===== config.mk =====
export PLATFORM = sky130hd
export DESIGN_NAME = exec_hazard_controller
export DESIGN_NICKNAME = d
export VERILOG_FILES = /design/src/rtl/pipe_ctrl_pkg.sv /design/src/rtl/exec_hazard_controller_load_use_detect.sv /design/src/rtl/exec_hazard_controller.sv
export SDC_FILE = /design/constraint.sdc
export NUM_CORES = 1
export LEC_CHECK = 0
export CORE_AREA = 2 2 50 52
export DETAILED_ROUTE_END_ITERATION = 12
export DIE_AREA = 0 0 52 54
export HOLD_SLACK_MARGIN = 0.12
export PLACE_DENSITY = 0.59
export SLEW_MARGIN = 20
export SYNTH_ARGS = -nofsm -noshare
export SYNTH_HDL_FRONTEND = slang
export SYNTH_SLANG_ARGS = --single-unit
export TNS_END_PERCENT = 5

===== constraint.sdc =====
create_clock -name clk -period 7.7 [get_ports clk]
set_clock_uncertainty 0.2 [all_clocks]
set_input_delay 2.31 -clock clk [delete_from_list [all_inputs] [get_ports clk]]
set_output_delay 2.31 -clock clk [all_outputs]
set_load 0.02 [all_outputs]

===== src/rtl/pipe_ctrl_pkg.sv =====
`default_nettype none
// ============================================================================
// Module   : pipe_ctrl_pkg
// Brief    : Shared state encoding and defaults for the exec-stage hazard
//            controller and its helpers.
// Revision : 1.0 - initial release
// ============================================================================
package pipe_ctrl_pkg;

    // Sequencer states
    localparam logic [1:0] c_IDLE    = 2'd0;
    localparam logic [1:0] c_MC_RUN  = 2'd1;
    localparam logic [1:0] c_MC_DONE = 2'd2;

    // Default multi-cycle latency and register index width
    localparam int c_MC_LAT_DEF = 8;
    localparam int c_REG_W_DEF  = 5;

endpackage : pipe_ctrl_pkg
`default_nettype wire


===== src/rtl/exec_hazard_controller_load_use_detect.sv =====
`default_nettype none
// ============================================================================
// Module   : load_use_detect
// Brief    : Combinational load-use comparator. Flags when the load sitting in
//            ID/EX writes a register that the IF/ID instruction reads.
//            Register 0 is hard-wired zero and never creates a hazard.
// Revision : 1.0 - initial release
// ============================================================================
module load_use_detect #(
    parameter int REG_W = 5
) (
    input  logic             i_idex_mem_read,
    input  logic [REG_W-1:0] i_idex_rt,
    input  logic [REG_W-1:0] i_ifid_rs,
    input  logic [REG_W-1:0] i_ifid_rt,
    input  logic             i_ifid_uses_rt,
    output logic             o_hazard
);

    logic w_rt_nonzero;
    logic w_rs_match;
    logic w_rt_match;

    assign w_rt_nonzero = (i_idex_rt != '0);
    assign w_rs_match   = (i_idex_rt == i_ifid_rs);
    assign w_rt_match   = i_ifid_uses_rt && (i_idex_rt == i_ifid_rt);

    assign o_hazard = i_idex_mem_read && w_rt_nonzero && (w_rs_match || w_rt_match);

endmodule : load_use_detect
`default_nettype wire


===== src/rtl/exec_hazard_controller.sv =====
`default_nettype none
// ============================================================================
// Module   : exec_hazard_controller
// Brief    : Exec-stage pipeline sequencer. Produces PC / IF/ID / ID/EX /
//            EX/MEM stall, hold, bubble and flush controls for load-use
//            hazards, taken branches and multi-cycle ALU operations.
// Revision : 1.0 - initial release
// ============================================================================
module exec_hazard_controller
    import pipe_ctrl_pkg::*;
#(
    parameter int REG_W  = c_REG_W_DEF,
    parameter int MC_LAT = c_MC_LAT_DEF,
    parameter int CNT_W  = 8
) (
    input  logic             clk,
    input  logic             reset,
    input  logic             idex_memRead,
    input  logic [REG_W-1:0] idex_rt,
    input  logic [REG_W-1:0] ifid_rs,
    input  logic [REG_W-1:0] ifid_rt,
    input  logic             ifid_usesRt,
    input  logic             idex_multiCycle,
    input  logic             pcSrc,
    output logic             pcWrite,
    output logic             ifidWrite,
    output logic             ifidFlush,
    output logic             idexBubble,
    output logic             idexHold,
    output logic             exmemBubble,
    output logic             aluIterate,
    output logic             mcDone
);

    // The IDLE cycle that launches an op already performs the first
    // iteration and MC_DONE is the last cycle, so MC_RUN lasts MC_LAT-2.
    localparam logic [CNT_W-1:0] c_CNT_INIT = CNT_W'(MC_LAT - 2);

    logic [1:0]       r_state;
    logic [1:0]       w_state_nxt;
    logic [CNT_W-1:0] r_count;
    logic [CNT_W-1:0] w_count_nxt;
    logic             w_hazard;

    load_use_detect #(
        .REG_W (REG_W)
    ) u_load_use_detect (
        .i_idex_mem_read (idex_memRead),
        .i_idex_rt       (idex_rt),
        .i_ifid_rs       (ifid_rs),
        .i_ifid_rt       (ifid_rt),
        .i_ifid_uses_rt  (ifid_usesRt),
        .o_hazard        (w_hazard)
    );

    // Next-state and counter logic; the count is the number of MC_RUN cycles left.
    always_comb begin
        w_state_nxt = r_state;
        w_count_nxt = r_count;
        case (r_state)
            c_IDLE: begin
                if (idex_multiCycle) begin
                    // A two-cycle op has no MC_RUN phase at all.
                    if (c_CNT_INIT == '0) begin
                        w_state_nxt = c_MC_DONE;
                    end else begin
                        w_state_nxt = c_MC_RUN;
                        w_count_nxt = c_CNT_INIT;
                    end
                end
            end
            c_MC_RUN: begin
                if (r_count != '0) begin
                    w_count_nxt = r_count - 1'b1;
                end
                if (r_count <= CNT_W'(1)) begin
                    w_state_nxt = c_MC_DONE;
                end
            end
            c_MC_DONE: w_state_nxt = c_IDLE;
            default:   w_state_nxt = c_IDLE;
        endcase
    end

    // State and counter registers; reset discards any op in flight.
    always_ff @(posedge clk or negedge reset) begin
        if (!reset) begin
            r_state <= c_IDLE;
            r_count <= '0;
        end else begin
            r_state <= w_state_nxt;
            r_count <= w_count_nxt;
        end
    end

    // Output decode; reset forces the free-running values regardless of inputs.
    always_comb begin
        pcWrite     = 1'b1;
        ifidWrite   = 1'b1;
        ifidFlush   = 1'b0;
        idexBubble  = 1'b0;
        idexHold    = 1'b0;
        exmemBubble = 1'b0;
        aluIterate  = 1'b0;
        mcDone      = 1'b0;
        if (reset) begin
            if ((r_state == c_MC_RUN) || ((r_state == c_IDLE) && idex_multiCycle)) begin
                // Multi-cycle hold wins over any load flag in the same ID/EX slot.
                pcWrite     = 1'b0;
                ifidWrite   = 1'b0;
                idexHold    = 1'b1;
                exmemBubble = 1'b1;
                aluIterate  = 1'b1;
            end else if ((r_state == c_IDLE) || (r_state == c_MC_DONE)) begin
                mcDone = (r_state == c_MC_DONE);
                if (pcSrc) begin
                    // Taken branch squashes the younger instructions, so any
                    // load-use stall against them is moot.
                    ifidFlush  = 1'b1;
                    idexBubble = 1'b1;
                end else if (w_hazard) begin
                    pcWrite    = 1'b0;
                    ifidWrite  = 1'b0;
                    idexBubble = 1'b1;
                end
            end
        end
    end

    // A branch can never be resolving while a multi-cycle op owns exec.
    a_no_branch_in_mc_run : assert property (
        @(posedge clk) disable iff (!reset) !(pcSrc && (r_state == c_MC_RUN))
    );

endmodule : exec_hazard_controller
`default_nettype wire


**Yosys cells after proc, flatten, opt, wreduce, memory -nomap -nowiden**

Cells that the tools add are included.

- Memory bits (read-only): 0
- Bits in writable memories: 0
- Latch bits: 0
- Memories: 0
- Register bits after elaboration: 10
- Logic and storage cells: 49

- Equal/unequal tests: 7
- Shifts and indexed selects: 0
- Bitwise operators: 0
- Multiply operators: 0
- Magnitude comparators: 1
- Divide/modulo/power cells: 0
- $add $sub $neg: 1
- Reductions and logical operators: 13
- Muxes and demuxes: 25

Operators with widths:

| kind | count |
|---|---|
| $mux W1 | 19 |
| $mux W8 | 2 |
| $pmux W8 S2 | 1 |
| $eq A5 B5 Y1 | 2 |
| $le A8 B1 Y1 const B | 1 |
| $reduce_bool A8 Y1 | 1 |
| $sub A8 B1 Y8 const B | 1 |
| $ne A2 B2 Y1 const B | 3 |
| $reduce_bool A5 Y1 | 1 |
| $logic_and A1 B1 Y1 | 4 |
| $mux W2 | 2 |
| $pmux W2 S2 | 1 |
| $logic_or A1 B1 Y1 | 3 |
| $reduce_and A3 Y1 | 1 |
| $eq A2 B1 Y1 const B | 1 |
| $eq A2 B2 Y1 const B | 1 |
| $logic_not A2 Y1 | 1 |
| $reduce_and A2 Y1 | 1 |
| $reduce_bool A2 Y1 | 1 |

**Depth between registers and ports, before layout**

Gate-level depths: netlist of run 1.

- Depth after elaboration: 9
- Mapped depth: 6

**Modules after synthesis**

A second synthesis of run 1 with hierarchy kept.

- Cell total of the unflattened synthesis: 82
- Area total of the unflattened synthesis: 760.7 µm²

By module, submodules not included:

| module | cells an instance | area each (µm²) | instances |
|---|---|---|---|
| exec_hazard_controller | 65 | 628.1 | 1 |
| load_use_detect | 17 | 132.6 | 1 |

**Least setup slack after synthesis of run 1**

OpenSTA, ideal clock, no wires.

- Kind: input port to output port
- Start point: in idex_rt[0]
- End point: out pcWrite
- Setup slack: 1.770 ns
- Path buffers: 1
- Data required time: 5.190 ns
- Arrival time: 3.420 ns
- Cell stages on the path: 5
- Cell sequence: or4_1 -> o21ai_0 -> or3_1 -> o21ba_2 -> buf_4

- Longest elaborated chain between the ends: 9
- Elaborated cells on any way between the ends: 12

RTL lines:

| element | RTL line | text |
|---|---|---|
| start, declared | exec_hazard_controller.sv:19 | `input logic [REG_W-1:0] idex_rt,` |
| $eq A5 B5 Y1 | exec_hazard_controller_load_use_detect.sv:26 | `assign w_rt_match = i_ifid_uses_rt && (i_idex_rt == i_ifid_rt);` |
| $logic_and A1 B1 Y1 | exec_hazard_controller_load_use_detect.sv:26 |  |
| $logic_or A1 B1 Y1 | exec_hazard_controller_load_use_detect.sv:28 | `assign o_hazard = i_idex_mem_read && w_rt_nonzero && (w_rs_match \|\| w_rt_match);` |
| $logic_and A1 B1 Y1 * | exec_hazard_controller_load_use_detect.sv:28 |  |
| $mux W1 * (5 in a row) | - |  |
| end, declared | exec_hazard_controller.sv:25 | `output logic pcWrite,` |

Every way passes the cells marked *; elsewhere a longest branch is shown, timed or not.

**Worst setup path after layout of run 1**

- Start point: in idex_rt[0]
- End point: out pcWrite

- Longest elaborated chain between the ends: 9
- Elaborated cells on any way between the ends: 12

RTL lines:

| element | RTL line | text |
|---|---|---|
| $eq A5 B5 Y1 | exec_hazard_controller_load_use_detect.sv:26 |  |
| $logic_and A1 B1 Y1 | exec_hazard_controller_load_use_detect.sv:26 |  |
| $logic_or A1 B1 Y1 | exec_hazard_controller_load_use_detect.sv:28 |  |
| $logic_and A1 B1 Y1 * | exec_hazard_controller_load_use_detect.sv:28 |  |
| $mux W1 * | exec_hazard_controller.sv:121 | `end else if (w_hazard) begin` |
| $mux W1 * | exec_hazard_controller.sv:116 | `if (pcSrc) begin` |
| $mux W1 * | exec_hazard_controller.sv:114 | `end else if ((r_state == c_IDLE) \|\| (r_state == c_MC_DONE)) begin` |
| $mux W1 * | exec_hazard_controller.sv:107 | `if ((r_state == c_MC_RUN) \|\| ((r_state == c_IDLE) && idex_multiCycle)) begin` |
| $mux W1 * | exec_hazard_controller.sv:106 | `if (reset) begin` |

Marked as above.

==> impl_results.md, run 1 <==
- Inserted Diodes: 0
- Final setup fails: 0
- WL final: 1840 µm
- Startpoint type of the worst setup path: input port
- Slew Viols, Final: 0
- Count of different cell masters after synthesis: 32
- CTS clock-pin slew for the worst setup and hold paths: around 0.07 ns
- Syn_nets: 103
- Sum Neg Setup Slack: 0 ns
- CTS Sinks: 10
- Main synth FF type: dfrtp_1
- Synth top cells by count: 11 x nor2_1, 10 x dfrtp_1, 9 x xor2_1, 4 x a21oi_1, 4 x o21ai_0
- RD Place Congestion: about 0.73
- Mapped Avg Cell Area: 9.35 µm²
- CTS resizes: 0
- Grt total ovfl: 0
- Fmax: about 150 MHz
- P&R area growth vs syn: 45.3%
- Leading area contributor after synthesis: dfrtp_1
- Final hold viol count: 0
- RSZ-0062 raised after global routing: false
- Worst Hold Path Cells: 1
- Cell repeated most along the worst path: clkdlybuf4s50_1
- Ys async rst share: 1.00
- Detailed Route Iter0 Violations: 5
- FF-to-FF Start: r_state[0]
- CP Depth: 6
- PortBufs: 28
- Inst Count DP: between 100 and 150
- CP peak stage delay: 0.59 ns
- Post-DR wirelength/cell: 13.1 µm
- TritonCTS Buffers: 3
- Mapped Area: ~750 µm²
- Dominant cells by area after synthesis: dfrtp_1 33%, xor2_1 11%, nor2_1 5.5%
- Initial antenna violation count: 0
- Core area: between 2000 and 2500 µm²
- Post-DP HPWL: 1410 µm
- Vias in the first global route: around 690
- Crit path buffers/inverters: 2
- Sequential share of the synthesized area: 0.334
- Global-route wire length before repair: ~3000 µm
- Post-synthesis cell count: 80
- TritonCTS clock tree: done
- Clk root buf: clkbuf_4
- CP arrival: between 4 and 5 ns
- Slew @ Worst Pin: 1.06 ns
- Number of fill cells: roughly 230
- FP Rows: 18
- Leak: 0.436 nW
- Clk buf depth: 2
- Slowest-stage cell, CP: clkdlybuf4s50_1
- Die width: about 52 µm
- MaxCap Viol Count: 0
- Initial core utilization: 0.323
- Fin nets: 134
- R2R Path End: r_count[0]
- Cell family with most CP delay: buffers and inverters
- Post-CTS Setup Inserts: 0
- DRC: 0
- Outcome: complete, no violations
- Crit path capture type: primary output
- Fin crit period: 6.84 ns
- Vias post-DR: approximately 710
- CP max FO: 3
- Worst Setup Path Type: in -> out
- Overall power: between 0.0003 and 0.0004 W
- Via-to-Cell Ratio: 5.04
- Largest net degree at the start of global routing: 13
- Flop-to-flop setup slack: 5.73 ns
- Top cell type's share of synthesized area: 0.334
- YS warnings: 0
- Peak VDD IR: roughly 0.17 mV
- Final std cells w/o fill: 140
- Io pins: 29
- CP cell instances: clkdlybuf4s50_1 -> or4_1 -> o21ai_0 -> or3_1 -> o21ba_2 -> clkdlybuf4s50_1
- Pwr dens: 295 nW/µm²
- FF+latch count, synth: 10
- Die ar.: 2810 µm²
- TritonRoute pass-1 iters: 4
- Clk_lat worst skew: about 0.27 ns
- WP data required: 5.19 ns
- CP startpoint: idex_rt[0]
- Tcrit/Tclk final: 0.889
- H-tree depth: 1
- Worst Hold Class: reg -> reg
- Post-DRT Antenna Nets: 0
- Slew Limit Headroom: 0.294
- Setup crit end: pcWrite
- Most frequent cell after synthesis: nor2_1
- Worst r2r path cells: 3
- Post-synth EDFFs: 0
- Die height: 54 µm
- Global Route Usage Sum: 0.147
- Share of cells above drive strength 1: 0.0909
- CTS Hold Buffers Added: 0
==> cell usage in the layout (no fill, tap or decap), types with 3 or more instances in the layout <==
master,n
a21oi_1,4
clkbuf_4,3
clkdlybuf4s50_1,28
dfrtp_1,10
inv_1,3
nor2_1,11
o21ai_0,4
or3_1,3
xnor2_1,3
xor2_1,9
==> worst min-delay path by stage <==
stage               slack [ns]       start          to
finish                    0.39  r_count[2]  r_count[2]
floorplan                 0.32  r_count[2]  r_count[2]
global placement          0.37  r_count[2]  r_count[2]
detailed placement        0.37  r_count[2]  r_count[2]
global route              0.43  r_count[2]  r_count[2]
CTS                       0.39  r_count[2]  r_count[2]
==> layer usage <==
metal,global-route usage,vias up,wire (µm)
met5,0,-,0
met4,0.0658,0,20
met3,0.0389,4,195
met2,0.262,25,857
met1,0.165,327,766
li1,-,349,-
==> registers in the layout, summed over array words and instances (netlist names) <==
register and flops:
r_count 8, r_state 2
==> where the power goes <==
group | internal, W | switching (W) | total (W) | leakage, nW
registers | 0.0000738 | 0.0000255 | 0.0000993 | 0.127
clock network | 0.0000287 | 0.0000189 | 0.0000476 | 0.0210
logic | 0.0000832 | 0.0000902 | 0.000173 | 0.288
==> through the flow <==
step / setup slack, ns / hold slack (ns) / cell area, µm² / utilization
2_1_floorplan: 1.77 / 0.323 / 748 / -
3_3_place_gp: 0.845 / 0.370 / 1050 / 0.453
5_1_grt: 0.771 / 0.427 / 1090 / 0.469
3_5_place_dp: 0.868 / 0.374 / 1050 / 0.453
6_report: 0.858 / 0.391 / 1090 / 0.469
4_1_cts: 0.852 / 0.385 / 1090 / 0.469
==> kinds of logic (layout without fill, tap and decap cells) <==
kind of cell | after synthesis | in the layout | share of synthesized area
and+or+nand+nor | 29 | 29 | 0.234
AOI/OAI and AO/OA | 18 | 18 | 0.171
xor gates and xnor gates | 12 | 12 | 0.140
DFF | 10 | 10 | 0.334
buffers and inverters | 6 | 36 | 0.0451
muxes | 3 | 3 | 0.0418
adders and majority gates | 2 | 2 | 0.0334
==> worst reg2reg max path, stage by stage (launching register included) <==
cell	delay, ns
dfrtp_1	0.42
nor3b_1	0.88
nor2_1	0.08
mux2_2	0.29
==> cell type report <==
| cell class | instances | area [µm²] | share of cell area |
|---|---|---|---|
| Clock buffer | 4 | 36.3 | 0.0334 |
| Inverter | 3 | 11.3 | 0.0104 |
| Multi-Input combinational cell | 64 | 464 | 0.427 |
| Sequential cell | 10 | 250 | 0.230 |
| Tap cell | 30 | 37.5 | 0.0345 |
| Timing Repair Buffer | 29 | 288 | 0.265 |
No activity file was read; power rests on OpenSTA's default activity.
==> run 2: changes to the inputs <==
--- a/config.mk
+++ b/config.mk
@@ -5,11 +5,12 @@
 export SDC_FILE = /design/constraint.sdc
 export NUM_CORES = 1
 export LEC_CHECK = 0
-export CORE_AREA = 2 2 50 52
+export CORE_AREA = 2 2 53 55
+export CTS_BUF_LIST = sky130_fd_sc_hd__clkbuf_2
 export DETAILED_ROUTE_END_ITERATION = 12
-export DIE_AREA = 0 0 52 54
+export DIE_AREA = 0 0 55 57
 export HOLD_SLACK_MARGIN = 0.12
-export PLACE_DENSITY = 0.59
+export PLACE_DENSITY = 0.53
 export SLEW_MARGIN = 20
 export SYNTH_ARGS = -nofsm -noshare
 export SYNTH_HDL_FRONTEND = slang
==> run 2 against run 1 <==
Against the previous run: via count shrank 3.1%; wire length shrank 3.7%; worst hold slack worse by 0.016 ns; non-clock buffer count did not move; global-route usage fell by 3.2 points; first-iteration DRC count rose to 3.8 times the previous value; highest routed layer unchanged; sequential share of layout area grew 0.43 points; clock power down 40%; power shrank 7.2%; count of clock-buffer cells in the layout down 1; setup slack worse by 0.016 ns; register-to-register slack better by 0.02 ns.
==> impl_results.md, run 2 (same netlist as run 1, synthesis figures left out) <==
- Post-DRT Antenna Nets: 0
- Most common cell after layout, fill and taps aside: clkdlybuf4s50_1
- WL final: 1770 µm
- Vias post-DR: 683
- Global-route wire length before repair: 2680 µm
- CP arrival: 4.35 ns
- Slew @ Worst Pin: 1.03 ns
- Die ar.: 3140 µm²
- Final Core Density: 0.408
- Largest Register: r_count
- H-tree depth: 1
- Peak VDD IR: 0.151 mV
- P&R area growth vs syn: 42.6%
- Number of fill cells: 278
- CTS Sinks: 10
- Global Route Usage Sum: 0.116
- Flop-to-flop setup slack: 5.75 ns
- Clk_lat worst skew: between 0.2 and 0.3 ns
- FP Rows: 19
- Largest register FFs: 8
- Via-to-Cell Ratio: 4.88
- RD Place Congestion: 0.710
- Clk buf depth: 2
- Die height: approximately 57 µm
- TritonRoute pass-1 iters: 4
- Pwr dens: 279 nW/µm²
- PortBufs: 28
- Initial core utilization: 0.286
- Slew Viols, Final: 0
- FF/Latch Area: 250 µm²
- RSZ-0062 raised after global routing: false
- Fin nets: about 130
- TritonCTS clock tree: done
- Worst Setup Path Type: in -> out
- Crit path capture type: primary output
- Io pins: 29
- Final hold viol count: 0
- Fin crit period: 6.86 ns
- Slew Limit Headroom: 0.312
- Clk root buf: clkbuf_2
- Worst r2r path cells: 3
- Largest net degree at the start of global routing: 13
- TritonCTS Buffers: 3
- Inserted Diodes: 0
- Area taken by multi-input logic gates: 464 µm²
- Most frequent cells in the layout: 28 x clkdlybuf4s50_1, 11 x nor2_1, 10 x dfrtp_1
- Post-DR wirelength/cell: roughly 13 µm
- WP data required: approximately 5.2 ns
- CTS resizes: 0
- CTS Hold Buffers Added: 0
- Die width: 55 µm
- Post-CTS Setup Inserts: 0
- Startpoint type of the worst setup path: input port
- Final setup fails: 0
- Vias in the first global route: roughly 640
- Grt total ovfl: 0
- Post-DP HPWL: 1380 µm
- Top Registers: r_count: 8 flops, r_state: 2 flops
- DRC: 0
- Worst Hold Path Cells: 1
- Sum Neg Setup Slack: 0 ns
- Initial antenna violation count: 0
- Worst Hold Class: reg -> reg
- Detailed Route Iter0 Violations: 19
- MaxCap Viol Count: 0
- Leak: 0.427 nW
- Core area: 2620 µm²
- CP max FO: 3
- Outcome: complete, no violations
- Tcrit/Tclk final: 0.891
- CTS clock-pin slew for the worst setup and hold paths: 0.10 ns
- Share of cells above drive strength 1: 0.0826
- Fmax: 146 MHz
run 2: metrics by stage:
step / area, µm² / power [W] / instances / hold WS (ns) / setup slack (ns)
3_5_place_dp: 1050 / 0.000271 / 137 / 0.373 / 0.840
3_3_place_gp: 1050 / 0.000270 / 137 / 0.371 / 0.856
4_1_cts: 1070 / 0.000301 / 140 / 0.385 / 0.824
2_1_floorplan: 748 / 0.000221 / 80 / 0.323 / 1.77
5_1_grt: 1070 / 0.000327 / 140 / 0.420 / 0.757
6_report: 1070 / 0.000297 / 140 / 0.376 / 0.842
run 2: where the power goes:
group | switching (W) | total [W] | internal [W]
registers | 0.0000232 | 0.0000969 | 0.0000737
clock network | 0.0000179 | 0.0000285 | 0.0000106
logic | 0.0000887 | 0.000172 | 0.0000833
total | 0.000130 | 0.000297 | 0.000168
run 2: area by class of cell:
class                           count  area share
Timing Repair Buffer               29       0.270
Inverter                            3      0.0106
Sequential cell                    10       0.234
Clock buffer                        3      0.0141
Tap cell                           31      0.0363
Multi-Input combinational cell     64       0.435
run 2: critical path: stages:
cell and delay [ns]:
clkdlybuf4s50_1 0.47, or4_1 0.56, o21ai_0 0.16, or3_1 0.12, o21ba_2 0.13, clkdlybuf4s50_1 0.59
run 2: routing by layer:
| layer | vias up | track usage | part of all wire |
|---|---|---|---|
| met5 | - | 0 | 0 |
| met4 | 0 | 0.0523 | 0.019 |
| met3 | 5 | 0.0366 | 0.12 |
| met2 | 27 | 0.184 | 0.43 |
| met1 | 301 | 0.140 | 0.43 |
| li1 | 350 | - | - |
run 2: final timing paths:
kind	start	endpoint
max in group asynchronous	reset	r_count[6]
hold / removal	r_count[2]	r_count[2]
min in group asynchronous	reset	r_count[2]
hold reg to reg	r_count[2]	r_count[2]
setup / recovery	idex_rt[3]	ifidWrite
setup reg to reg	r_state[0]	r_count[0]
